==> config.mk <==
export PLATFORM = sky130hd
export DESIGN_NAME = pll_cfg_sched_flat
export DESIGN_NICKNAME = d
export VERILOG_FILES = /design/src/rtl/pll_cfg_sched_if.sv /design/src/rtl/pll_cfg_sched.sv /design/src/flat_wrapper.sv
export SDC_FILE = /design/constraint.sdc
export NUM_CORES = 1
export LEC_CHECK = 0
export CORE_ASPECT_RATIO = 0.8
export CORE_MARGIN = 2
export CORE_UTILIZATION = 61
export DETAILED_ROUTE_END_ITERATION = 6
export PLACE_DENSITY_LB_ADDON = 0.05
export SLEW_MARGIN = 10
export SYNTH_ARGS = -nofsm -noshare
export SYNTH_HDL_FRONTEND = slang
export SYNTH_SLANG_ARGS = --single-unit
==> constraint.sdc <==
create_clock -name clk -period 12.72 [get_ports clk]
set_input_delay 3.18 -clock clk [delete_from_list [all_inputs] [get_ports clk]]
set_output_delay 3.18 -clock clk [all_outputs]
set_load 0.05 [all_outputs]
==> src/rtl/pll_cfg_sched_if.sv <==
// ---------------------------------------------------------------------------
// pll_cfg_sched_if
// Bundles the host request strobes, the CPU command/status PIOs and the
// per-PLL report flags of the PLL reconfiguration scheduler.
//   req/req_type : host -> scheduler, one-cycle job strobes and job types
//   cpu_cmd      : scheduler -> CPU, [0] start, [3:1] PLL index
//   cpu_type     : scheduler -> CPU, job type of the active job
//   cpu_stat     : CPU -> scheduler, [0] busy, [1] done, [2] error, [9:3] code
//   pll_busy/pll_done/pll_err/last_err/sched_busy : scheduler -> register file
// master: the side driving requests and CPU status; slave: the scheduler.
// ---------------------------------------------------------------------------
interface pll_cfg_sched_if #(
    parameter int N_PLL = 6
);
    logic [N_PLL-1:0]   req;
    logic [2*N_PLL-1:0] req_type;
    logic [3:0]         cpu_cmd;
    logic [1:0]         cpu_type;
    logic [9:0]         cpu_stat;
    logic [N_PLL-1:0]   pll_busy;
    logic [N_PLL-1:0]   pll_done;
    logic [N_PLL-1:0]   pll_err;
    logic [6:0]         last_err;
    logic               sched_busy;

    modport master (
        output req, req_type, cpu_stat,
        input  cpu_cmd, cpu_type, pll_busy, pll_done, pll_err, last_err, sched_busy
    );

    modport slave (
        input  req, req_type, cpu_stat,
        output cpu_cmd, cpu_type, pll_busy, pll_done, pll_err, last_err, sched_busy
    );
endinterface

==> src/rtl/pll_cfg_sched.sv <==
// ---------------------------------------------------------------------------
// pll_cfg_sched
// Round-robin scheduler for PLL reconfiguration jobs executed by the soft CPU.
// Requests are captured into a pending vector, granted one at a time, handed
// to the CPU through the command PIO and tracked until the CPU reports done,
// error, or the timeout expires. Per-PLL sticky done/error flags are reported.
//   clk     : CPU system clock
//   reset_n : asynchronous active-low reset
//   bus     : pll_cfg_sched_if.slave (requests, CPU PIOs, report flags)
// ---------------------------------------------------------------------------
module pll_cfg_sched #(
    parameter int N_PLL       = 6,
    parameter int TIMEOUT_CYC = 10000000,
    parameter int TO_W        = 24
) (
    input  logic          clk,
    input  logic          reset_n,
    pll_cfg_sched_if.slave bus
);

    typedef enum logic [2:0] {
        IDLE    = 3'd0,
        GRANT   = 3'd1,
        ISSUE   = 3'd2,
        WAIT    = 3'd3,
        RELEASE = 3'd4
    } state_t;

    state_t             state_r;
    logic [N_PLL-1:0]   pending_r;
    logic [2*N_PLL-1:0] type_r;
    logic [2:0]         rr_ptr_r;
    logic [2:0]         idx_r;
    logic [1:0]         jtype_r;
    logic [3:0]         cmd_r;
    logic [TO_W-1:0]    to_cnt_r;
    logic [9:0]         stat_r;
    logic [N_PLL-1:0]   pll_done_r;
    logic [N_PLL-1:0]   pll_err_r;
    logic [6:0]         last_err_r;

    logic [3:0]         pick_s;
    logic               stat_clear_s;
    logic               release_ok_s;
    logic               timeout_s;
    logic               outcome_done_s;
    logic               outcome_err_s;
    logic [6:0]         err_code_s;
    logic [N_PLL-1:0]   req_ok_s;
    logic [N_PLL-1:0]   req_bad_s;
    logic [N_PLL-1:0]   grant_clr_s;
    logic [N_PLL-1:0]   set_done_s;
    logic [N_PLL-1:0]   set_err_s;
    logic [N_PLL-1:0]   busy_s;

    // Round-robin search: first set bit of pend starting at ptr, wrapping.
    // Returns {found, index}.
    function automatic logic [3:0] rr_pick(input logic [N_PLL-1:0] pend,
                                           input logic [2:0] ptr);
        logic [3:0] res;
        logic [2:0] c3;
        res = 4'b0000;
        // Walk downwards so the nearest candidate to ptr is written last.
        for (int k = N_PLL - 1; k >= 0; k--) begin
            c3 = 3'((int'(ptr) + k) % N_PLL);
            if (pend[c3]) begin
                res = {1'b1, c3};
            end else begin
                res = res;
            end
        end
        return res;
    endfunction

    // Decode of grant choice, CPU status conditions, request classes and flag updates.
    always_comb begin
        pick_s         = rr_pick(pending_r, rr_ptr_r);
        stat_clear_s   = ~stat_r[1] & ~stat_r[2];
        release_ok_s   = (stat_r[2:0] == 3'b000);
        timeout_s      = (to_cnt_r == TO_W'(TIMEOUT_CYC - 1));
        // Error beats done when both are reported together.
        outcome_err_s  = (state_r == WAIT) && (stat_r[2] || (!stat_r[1] && timeout_s));
        outcome_done_s = (state_r == WAIT) && stat_r[1] && !stat_r[2];
        err_code_s     = stat_r[2] ? stat_r[9:3] : 7'h7F;
        req_ok_s       = '0;
        req_bad_s      = '0;
        grant_clr_s    = '0;
        set_done_s     = '0;
        set_err_s      = '0;
        busy_s         = '0;
        for (int i = 0; i < N_PLL; i++) begin
            req_ok_s[i]    = bus.req[i] && (bus.req_type[2*i +: 2] != 2'b11);
            req_bad_s[i]   = bus.req[i] && (bus.req_type[2*i +: 2] == 2'b11);
            grant_clr_s[i] = (state_r == GRANT) && pick_s[3] && (pick_s[2:0] == 3'(i));
            set_done_s[i]  = outcome_done_s && (idx_r == 3'(i));
            set_err_s[i]   = outcome_err_s && (idx_r == 3'(i));
            busy_s[i]      = pending_r[i] ||
                             (((state_r == ISSUE) || (state_r == WAIT)) && (idx_r == 3'(i)));
        end
    end

    // Host-side state: pending vector, type store and sticky result flags.
    // A same-cycle request overrides grant clears and job outcomes.
    always_ff @(posedge clk or negedge reset_n) begin
        if (!reset_n) begin
            pending_r  <= '0;
            type_r     <= '0;
            pll_done_r <= '0;
            pll_err_r  <= '0;
            last_err_r <= 7'h00;
        end else begin
            pending_r  <= (pending_r & ~grant_clr_s) | req_ok_s;
            for (int i = 0; i < N_PLL; i++) begin
                if (req_ok_s[i]) begin
                    type_r[2*i +: 2] <= bus.req_type[2*i +: 2];
                end else begin
                    type_r[2*i +: 2] <= type_r[2*i +: 2];
                end
            end
            pll_done_r <= (pll_done_r | set_done_s) & ~bus.req;
            pll_err_r  <= ((pll_err_r | set_err_s) & ~bus.req) | req_bad_s;
            if (|req_bad_s) begin
                last_err_r <= 7'h7E;
            end else if (outcome_err_s) begin
                last_err_r <= err_code_s;
            end else begin
                last_err_r <= last_err_r;
            end
        end
    end

    // Job FSM: grant, issue to the CPU, wait for an outcome, release the PIO.
    always_ff @(posedge clk or negedge reset_n) begin
        if (!reset_n) begin
            state_r  <= IDLE;
            rr_ptr_r <= 3'd0;
            idx_r    <= 3'd0;
            jtype_r  <= 2'b00;
            cmd_r    <= 4'b0000;
            to_cnt_r <= '0;
            stat_r   <= 10'd0;
        end else begin
            stat_r <= bus.cpu_stat;
            case (state_r)
                IDLE: begin
                    state_r <= (|pending_r) ? GRANT : IDLE;
                end
                GRANT: begin
                    if (pick_s[3]) begin
                        idx_r    <= pick_s[2:0];
                        jtype_r  <= type_r[{pick_s[2:0], 1'b0} +: 2];
                        rr_ptr_r <= (pick_s[2:0] == 3'(N_PLL - 1)) ? 3'd0 : pick_s[2:0] + 3'd1;
                        to_cnt_r <= '0;
                        // Raising start on the grant edge keeps request-to-start at 3 cycles.
                        if (stat_clear_s) begin
                            cmd_r   <= {pick_s[2:0], 1'b1};
                            state_r <= WAIT;
                        end else begin
                            cmd_r   <= {pick_s[2:0], 1'b0};
                            state_r <= ISSUE;
                        end
                    end else begin
                        state_r <= IDLE;
                    end
                end
                ISSUE: begin
                    if (stat_clear_s) begin
                        cmd_r    <= {idx_r, 1'b1};
                        to_cnt_r <= '0;
                        state_r  <= WAIT;
                    end else begin
                        to_cnt_r <= to_cnt_r + TO_W'(1);
                    end
                end
                WAIT: begin
                    if (outcome_err_s || outcome_done_s) begin
                        cmd_r   <= 4'b0000;
                        jtype_r <= 2'b00;
                        state_r <= RELEASE;
                    end else begin
                        to_cnt_r <= to_cnt_r + TO_W'(1);
                    end
                end
                RELEASE: begin
                    state_r <= release_ok_s ? IDLE : RELEASE;
                end
                default: begin
                    cmd_r   <= 4'b0000;
                    state_r <= IDLE;
                end
            endcase
        end
    end

    assign bus.cpu_cmd    = cmd_r;
    assign bus.cpu_type   = jtype_r;
    assign bus.pll_busy   = busy_s;
    assign bus.pll_done   = pll_done_r;
    assign bus.pll_err    = pll_err_r;
    assign bus.last_err   = last_err_r;
    assign bus.sched_busy = (state_r != IDLE);

endmodule

==> src/flat_wrapper.sv <==
// flat-port wrapper written by rule: the top's interface ports become plain ports
module pll_cfg_sched_flat 
#(
    parameter int N_PLL       = 6,
    parameter int TIMEOUT_CYC = 10000000,
    parameter int TO_W        = 24
)
  (clk, reset_n, bus_req, bus_req_type, bus_cpu_stat, bus_cpu_cmd, bus_cpu_type, bus_pll_busy, bus_pll_done, bus_pll_err, bus_last_err, bus_sched_busy);
  pll_cfg_sched_if #(.N_PLL(N_PLL)) bus_i ();
  input  logic clk;
  input  logic reset_n;
  input wire logic [$bits(bus_i.req)-1:0] bus_req;
  input wire logic [$bits(bus_i.req_type)-1:0] bus_req_type;
  input wire logic [$bits(bus_i.cpu_stat)-1:0] bus_cpu_stat;
  output wire logic [$bits(bus_i.cpu_cmd)-1:0] bus_cpu_cmd;
  output wire logic [$bits(bus_i.cpu_type)-1:0] bus_cpu_type;
  output wire logic [$bits(bus_i.pll_busy)-1:0] bus_pll_busy;
  output wire logic [$bits(bus_i.pll_done)-1:0] bus_pll_done;
  output wire logic [$bits(bus_i.pll_err)-1:0] bus_pll_err;
  output wire logic [$bits(bus_i.last_err)-1:0] bus_last_err;
  output wire logic [$bits(bus_i.sched_busy)-1:0] bus_sched_busy;
  assign bus_i.req = bus_req;
  assign bus_i.req_type = bus_req_type;
  assign bus_i.cpu_stat = bus_cpu_stat;
  assign bus_cpu_cmd = bus_i.cpu_cmd;
  assign bus_cpu_type = bus_i.cpu_type;
  assign bus_pll_busy = bus_i.pll_busy;
  assign bus_pll_done = bus_i.pll_done;
  assign bus_pll_err = bus_i.pll_err;
  assign bus_last_err = bus_i.last_err;
  assign bus_sched_busy = bus_i.sched_busy;
  pll_cfg_sched #(.N_PLL(N_PLL), .TIMEOUT_CYC(TIMEOUT_CYC), .TO_W(TO_W)) u_core (.clk(clk), .reset_n(reset_n), .bus(bus_i));
endmodule
; ---- After elaboration in Yosys (flattened, before gate mapping)
; Index checks and enable logic that the tools add are counted.
[word_totals]
regBits = 86
inputBits = 30
elab_cells = 190
[op_classes]
add_sub_neg = 7
div = 6
magnitude_cmp = 6
eq_ne = 31
shift = 1
mux = 41
bitwise = 13
n_reduce_logical = 68
[ops]
columns = op, count
row1 = $mod 32x4->32 const B, 5
row2 = $mux 24, 3
row3 = $pmux 24 s3, 1
row4 = $logic_and 1x1->1, 41
row5 = $mux 4, 9
row6 = $mod 4x4->32 const B, 1
row7 = $add 24x1->24 const B, 1
row8 = $eq 24x24->1 const B, 1
row9 = $lt 3x4->1 const B, 6
row10 = $or 6x6->6, 4
row11 = $mux 7, 3
row12 = $and 6x6->6, 3
row13 = $bmux 1 s3, 6
row14 = $eq 3x2->1 const B, 6
row15 = $ne 2x2->1 const B, 8
row16 = $pmux 4 s4, 1
row17 = $eq 3x3->1 const B, 5
row18 = $pmux 3 s5, 1
row19 = $eq 2x2->1 const B, 6
row20 = $logic_not 3->1, 4
row21 = $mux 3, 4
row22 = $not 6->6, 2
row23 = $reduce_or 6->1, 2
row24 = $shiftx 12x5->2, 1
row25 = other kinds (19), 49

; ---- Logic depth before layout (Yosys ltp)
; Gate-level depths: netlist (run 1).
[depth]
depth_word = 15
ltp_mapped = 22
ltp_nobuf = 17

; ---- Worst setup path before layout (run 1)
; No wires, ideal clock.
[synth_path]
kind = register to register
start = register u_core.rr_ptr_r[0]
end = register u_core.rr_ptr_r[2]
arrival_time_ns = 4.417
path_slack_ns = 8.199
stages_incl_launch_ff = 21
path_buffers = 5
period_less_slack_ns = 4.521
path_cell_list = dfrtp_1 -> buf_2 -> buf_4 -> buf_2 -> inv_1 -> clkbuf_1 -> ha_1 -> xor2_2 -> inv_1 -> ha_1 -> nor2b_1 -> nand3_1 -> a22oi_1 -> a32o_1 -> o211ai_1 -> a211oi_1 -> and2_1 -> clkbuf_1 -> nor2_1 -> ha_1 -> a221oi_1
[synth_via]
elab_chain_cells = 12
elab_cells_between_ends = 33
cone_classes = 6 x add/sub / 6 x div / 1 x eq/ne / 19 x mux / 1 x reduce/logical
[synth_lines]
columns = item, line
row1 = "start, declared", pll_cfg_sched.sv:32  ; logic [2:0] rr_ptr_r;
row2 = "start signal, assigned", pll_cfg_sched.sv:152  ; rr_ptr_r <= (pick_s[2:0] == 3'(N_PLL - 1)) ? 3'd0 : pick_s[2:0] + 3'd1;
row3 = $add 3x3->4, pll_cfg_sched.sv:65  ; c3 = 3'((int'(ptr) + k) % N_PLL);
row4 = $mod 32x4->32, pll_cfg_sched.sv:65
row5 = $bmux 1 s3, pll_cfg_sched.sv:66  ; if (pend[c3]) begin
row6 = $mux 1 (not written as such), pll_cfg_sched.sv:66
row7 = $mux 4 (5 in a row), pll_cfg_sched.sv:66
row8 = $mux 4 *, pll_cfg_sched.sv:66
row9 = $add 3x1->3 or $eq 3x3->1 (tied branches), pll_cfg_sched.sv:152
row10 = $mux 3, pll_cfg_sched.sv:152
; Every way passes the cells marked *; elsewhere a longest branch is shown, timed or not. The select of a mux whose other input is x is not followed.
; A chain may end at the register's enable or synchronous reset.

; ---- Final worst setup path (run 1)
[layout_path]
start = register u_core.state_r[1]
end = output port bus_pll_busy[1]
[layout_via]
elab_chain_cells = 4
elab_cells_between_ends = 5
cone_classes = 2 x eq/ne / 3 x reduce/logical
[layout_lines]
columns = item, line
row1 = "start, declared", pll_cfg_sched.sv:29  ; state_t state_r;
row2 = "start signal, assigned", pll_cfg_sched.sv:146  ; state_r <= (|pending_r) ? GRANT : IDLE;
row3 = "start signal, assigned", pll_cfg_sched.sv:185  ; state_r <= release_ok_s ? IDLE : RELEASE;
row4 = $eq 3x2->1, pll_cfg_sched.sv:98  ; (((state_r == ISSUE) || (state_r == WAIT)) && (idx_r == 3'(i)));
row5 = $logic_or 1x1->1 *, pll_cfg_sched.sv:98
row6 = $logic_and 1x1->1 *, pll_cfg_sched.sv:98
row7 = $logic_or 1x1->1 *, pll_cfg_sched.sv:97  ; busy_s[i] = pending_r[i] ||
row8 = "end, declared", flat_wrapper.sv:17  ; output wire logic [$bits(bus_i.pll_busy)-1:0] bus_pll_busy;
; Every way passes the cells marked *; elsewhere a longest branch is shown, timed or not.

==> results of run 1 <==
-- worst paths after layout --
| check | from | endpoint | cells past startpoint |
|---|---|---|---|
| worst max-delay path | u_core.state_r[1] | bus_pll_busy[1] | 3 |
| worst min-delay path | u_core.stat_r[7] | u_core.bus.last_err[4] | 1 |
| worst max register to register | u_core.rr_ptr_r[1] | u_core.rr_ptr_r[2] | 15 |
| worst min register to register | u_core.stat_r[7] | u_core.bus.last_err[4] | 1 |
| max in group asynchronous | reset_n | u_core.type_r[6] | 1 |
| min in group asynchronous | reset_n | u_core.to_cnt_r[11] | 1 |
-- power groups by stage --
stage	clock network, mW	logic, mW	registers, mW
global placement	0	0.945	0.382
floorplan	0	0.731	0.388
finish	0.188	1.02	0.384
global route	0.202	1.10	0.389
detailed placement	0	0.987	0.385
CTS	0.191	0.993	0.379
-- per-layer routing --
metal | part of all wire (%) | up-vias | track usage, % | wire length (µm)
met3 | 8.9 | 57 | 7.22 | 1310
met2 | 44 | 276 | 49.7 | 6560
met1 | 43 | 2453 | 47.2 | 6400
met5 | 0 | - | 0 | 0
li1 | - | 2314 | - | -
met4 | 3.2 | 0 | 12.8 | 471
-- registers in the layout (all words and copies together) (netlist names) --
signal and cells:
u_core.type_r 12, u_core.idx_r 3, u_core.bus.last_err 7, u_core.pending_r 6, u_core.bus.pll_done 6, u_core.to_cnt_r 24
u_core.bus.cpu_cmd 4, u_core.bus.cpu_type 2, u_core.state_r 3, u_core.bus.pll_err 6, u_core.stat_r 10, u_core.rr_ptr_r 3
-- cell families after synthesis --
family	synth area share, %
flip-flops	40.3
XOR/XNOR	3.77
adder cells (fa/ha/maj)	3.75
AND/OR/NAND/NOR	24.5
buffers and inverters	3.09
AO/OA/AOI/OAI	21.4
multiplexers	3.21
-- per-stage QoR --
| stage | setup WS, ns | power, mW |
|---|---|---|
| after global routing | 6.83 | 1.69 |
| after detailed placement | 7.39 | 1.37 |
| after global placement | 7.46 | 1.33 |
| final | 6.98 | 1.59 |
| after floorplan | 8.20 | 1.12 |
| after CTS | 6.98 | 1.56 |
-- cell type report --
class	instances	area, µm²	share of cell area (%)
inverters	15	56.3	0.908
repair buffers	64	631	10.2
flip-flops and latches	86	2150	34.7
clock inverters	6	52.6	0.847
well taps	112	140	2.26
multi-input cells	475	3030	48.9
clock buffers	10	138	2.22
-- cells in the mapped netlist (all sizes together) (3+ instances only) --
| master | number |
|---|---|
| nor3b | 6 |
| o31ai | 5 |
| xor2 | 5 |
| or4b | 3 |
| nor4 | 4 |
| a211o | 4 |
| a21o | 10 |
| nand2b | 5 |
| a21oi | 40 |
| o21a | 5 |
| and3 | 9 |
| mux2i | 7 |
| a22o | 4 |
| nor2 | 72 |
| o22a | 6 |
| nor2b | 22 |
| a2111oi | 11 |
| or4 | 4 |
| or3 | 7 |
| a32o | 4 |
| a31oi | 5 |
| nand4 | 9 |
| a211oi | 15 |
| o22ai | 3 |
| inv | 15 |
| clkbuf | 15 |
| o211ai | 5 |
| a22oi | 3 |
| nor3 | 12 |
| a221oi | 5 |
| dfrtp | 86 |
| nand3 | 31 |
| ha | 16 |
| buf | 9 |
| xnor2 | 15 |
| and2 | 6 |
| o21ai | 27 |
| mux2 | 7 |
| or2 | 7 |
| nand2 | 52 |
| a21boi | 3 |
-- worst max-delay path, cell delays in order (launching register included) --
cell	delay (ns)
dfrtp_1	0.55
nor2b_1	0.60
a21o_1	0.21
clkdlybuf4s50_1	0.81
==> run_results.csv, run 1 <==
group,metric,value,unit
outcome,status,"finished clean",
place,dp_cells,752,
detailed_routing,drc_errors,0,
detailed_routing,drt_wl_total,14700,µm
layout,layout-drive-gt1-share,6.86,%
pwr,peakVddDrop,0.160,mV
clock_tree,cts_tree,"done",
global_route,overflow,0,
worst_setup_path,rrSetupSlack,7.68,ns
global_route,grt_max_degree,87,
worst_setup_path,critical_path_class,"reg -> out",
clock_tree,worstSkewPairLatency,0.38,ns
floorplan,chipHeight,87.7,µm
synthesis,synth_edf_count,0,
sta,hold_viol,0,
synthesis,syn_nets,646,
place,place_area,6010,µm²
layout,final_nets,697,
detailed_routing,dr.pass1.iters,5,
layout,layout_common_cells,"86 x dfrtp_1, 72 x nor2_1, 60 x clkdlybuf4s50_1, 52 x nand2_1, 38 x a21oi_1",
detailed_routing,dr.first_iter.drc_count,422,
floorplan,start_util,63.0,%
clock_tree,clockRootBuffer,"clkbuf_8",
floorplan,core_area,8480,µm²
layout,final_common_cell,"dfrtp_1",
floorplan,die_area,9530,µm²
clock_tree,clockBufferDepth,2,
synthesis,syn_avg_cell_area,8.91,µm²
synthesis,synth_cell_type_count,68,
sta,max_freq,174,MHz
pwr,p_int,0.755,mW
synthesis,yosys_warnings,0,
pwr,switchingPower,0.838,mW
pwr,p_leak,2.53,nW
place,gp_congestion,0.956,
clock_tree,htreeDepth,3,
global_route,antenna_found_initial,0,
global_route,grt_pass1_vias,4761,
detailed_routing,wl_per_cell,19.2,µm
sta,fin_setup_tns,0,ns
place,portBuffers,61,
pwr,p_per_area,257,nW/µm²
sta,slew_headroom,28.2,%
synthesis,syn_inst,600,
clock_tree,clk_pin_slew,0.09,ns
global_route,grt_pass1_wl,24100,µm
floorplan,rows,30,
sta,setup_viol,0,
layout,nFillCells,622,
synthesis,synthesis.area,5350,µm²
layout,num_antenna_cells,0,
synthesis,ys_seq_elements,86,
pwr,pwr-share-seq,24.1,%
floorplan,ios,62,
synthesis,synth-main-ff-cell,"dfrtp_1",
worst_setup_path,start_kind,"flip-flop",
floorplan,die_x,109,µm
synthesis,synthArstFlopShare,100,%
clock_tree,cts_made_buffers,9,
synthesis,ys_seq_area_share,40.3,%
sta,rsz0062_at_grt,"no",
synthesis,yosysTopAreaCell,"dfrtp_1",
place,hpwl,10800,µm
worst_setup_path,crit_arrival,2.56,ns
layout,finalNonFillerCells,768,
worst_setup_path,worstPathRequired,9.54,ns
sta,fin_hold_ws,0.474,ns
detailed_routing,vias,5100,
clock_tree,ctsHoldBuffers,0,
layout,area_growth,16.0,%
clock_tree,post_cts_resized,0,
detailed_routing,ant_nets,0,
pwr,power_frac_clock,11.8,%
clock_tree,cts_sinks,86,
sta,worst_pin_slew,1.08,ns
sta,finClkSkew,0.0159,ns
clock_tree,cts_setup_buffers,0,
worst_hold_path,hold_path.class,"reg -> reg",
synthesis,synth.top_cell.area_share,40.3,%
worst_setup_path,cp-end-kind,"primary output",
layout,fin_area,6200,µm²
sta,period_share,45.1,%
layout,post-route-util,73.1,%
pwr,combPwrFrac,64.1,%
run,cap_violations,0,
pwr,p_sw_share,52.6,%
detailed_routing,routed_via_density,6.64,
global_route,grt_use_total,33.1,%
sta,slew_violations,0,
worst_setup_path,cp_max_fo,12,
synthesis,synth.area.top_cells,"dfrtp_1 40%, nor2_1 5.1%, ha_1 3.7%",
sta,min_period,5.74,ns
No activity file was read; power rests on OpenSTA's default activity.
==> run 2, diff against run 1 <==
CORE_UTILIZATION = 57   (was 61)
clock period = 5.45 ns   (was 12.72 ns; I/O delays follow)
==> run_results.csv, run 2 (same netlist as run 1, synthesis figures left out) <==
group,metric,value,unit
floorplan,die_x,112,µm
sta,hold_viol,0,
place,hpwl,10400,µm
sta,period_share,88.3,%
place,portBuffers,61,
detailed_routing,vias,4865,
detailed_routing,drc_errors,0,
detailed_routing,ant_nets,0,
clock_tree,cts_made_buffers,9,
sta,max_freq,208,MHz
layout,largest_register_ffs,24,
global_route,grt_pass1_vias,4816,
clock_tree,cts_tree,"done",
floorplan,ios,62,
run,cap_violations,0,
global_route,grt_pass1_wl,24000,µm
clock_tree,ctsHoldBuffers,0,
detailed_routing,wl_per_cell,18.3,µm
layout,final_nets,699,
pwr,peakVddDrop,0.565,mV
sta,slew_violations,0,
detailed_routing,dr.first_iter.drc_count,447,
clock_tree,worstSkewPairLatency,0.34,ns
layout,layout-drive-gt1-share,6.99,%
layout,area_growth,18.6,%
clock_tree,post_cts_resized,0,
layout,final_common_cell,"dfrtp_1",
sta,setup_viol,0,
sta,finClkSkew,0.00759,ns
clock_tree,cts_sinks,86,
layout,reg_top3,"u_core.to_cnt_r (24), u_core.type_r (12), u_core.stat_r (10)",
sta,worst_pin_slew,1.07,ns
worst_setup_path,worstPathRequired,5.66,ns
sta,rsz0062_at_grt,"no",
global_route,grt_use_total,29.2,%
floorplan,start_util,58.9,%
pwr,p_leak,2.60,nW
worst_hold_path,holdPathStages,1,
layout,num_antenna_cells,0,
detailed_routing,routed_via_density,6.29,
worst_hold_path,hold_path.class,"reg -> reg",
worst_setup_path,start_kind,"flip-flop",
worst_setup_path,cp_max_fo,15,
clock_tree,htreeDepth,3,
detailed_routing,drt_wl_total,14100,µm
floorplan,chipHeight,90.6,µm
sta,min_period,4.81,ns
sta,slew_headroom,28.7,%
clock_tree,clockBufferDepth,2,
clock_tree,clk_pin_slew,0.06,ns
layout,post-route-util,69.9,%
worst_setup_path,critical_path_class,"reg -> reg",
outcome,status,"finished clean",
floorplan,die_area,10200,µm²
worst_setup_path,crit_arrival,5.03,ns
worst_setup_path,r2r_cells,15,
layout,top_register,"u_core.to_cnt_r",
clock_tree,clockRootBuffer,"clkbuf_16",
place,gp_congestion,0.950,
global_route,antenna_found_initial,0,
pwr,p_per_area,613,nW/µm²
global_route,grt_max_degree,87,
sta,fin_setup_tns,0,ns
detailed_routing,dr.pass1.iters,5,
layout,layout_common_cells,"86 x dfrtp_1, 72 x nor2_1, 60 x clkdlybuf4s50_1, 52 x nand2_1, 39 x a21oi_1",
sta,fin_hold_ws,0.465,ns
global_route,overflow,0,
worst_setup_path,cp-end-kind,"flip-flop",
floorplan,core_area,9080,µm²
clock_tree,cts_setup_buffers,0,
floorplan,rows,31,
## run 2: area by class of cell
| type | count | area [µm²] |
|---|---|---|
| clock buffers | 10 | 239 |
| inverters | 15 | 56.3 |
| clock inverters | 6 | 75.1 |
| flip-flops and latches | 86 | 2150 |
| well taps | 115 | 144 |
| multi-input cells | 475 | 3030 |
| fillers | 702 | 2740 |
| repair buffers | 66 | 646 |
## run 2: report_power, final
group	switching [mW]	total [mW]	internal (mW)
sequential	0.171	0.903	0.733
clock	0.265	0.640	0.375
combinational	1.49	2.34	0.851
## run 2: final timing paths
kind,from,slack (ns),to
setup / recovery,u_core.rr_ptr_r[2],0.64,u_core.to_cnt_r[12]
hold / removal,u_core.stat_r[7],0.46,u_core.bus.last_err[4]
setup reg to reg,u_core.rr_ptr_r[2],0.64,u_core.to_cnt_r[12]
hold reg to reg,u_core.stat_r[7],0.46,u_core.bus.last_err[4]
max in group asynchronous,reset_n,3.55,u_core.idx_r[0]
min in group asynchronous,reset_n,1.20,u_core.stat_r[6]
## run 2: layer usage
metal	global-route usage [%]	part of all wire, %	vias up
met2	45.4	46	170
li1	-	-	2315
met1	41.4	46	2350
met5	0	0	-
met4	9.55	2.1	0
met3	5.44	5.7	30
## run 2: critical path, stage by stage, from the launching register on
cell and delay, ns:
dfrtp_1 0.81, inv_1 0.16, ha_1 0.35, a21oi_1 0.28, inv_1 0.08, ha_1 0.31, nor2b_1 0.24, a211oi_1 0.15
o31a_1 0.27, o31ai_1 0.38, or4b_4 0.24, o21ai_0 0.11, a21oi_1 0.75, buf_4 0.31, or2_1 0.16, a31oi_1 0.10
## run 2: metrics by stage
stage	area [µm²]	cells	worst slack (ns)	power, mW
2_1_floorplan	5350	600	0.929	2.61
3_3_place_gp	6030	757	1.04	3.13
3_5_place_dp	6030	757	0.722	3.20
4_1_cts	6340	773	0.717	3.86
5_1_grt	6340	773	0.277	4.17
6_report	6340	773	0.636	3.88
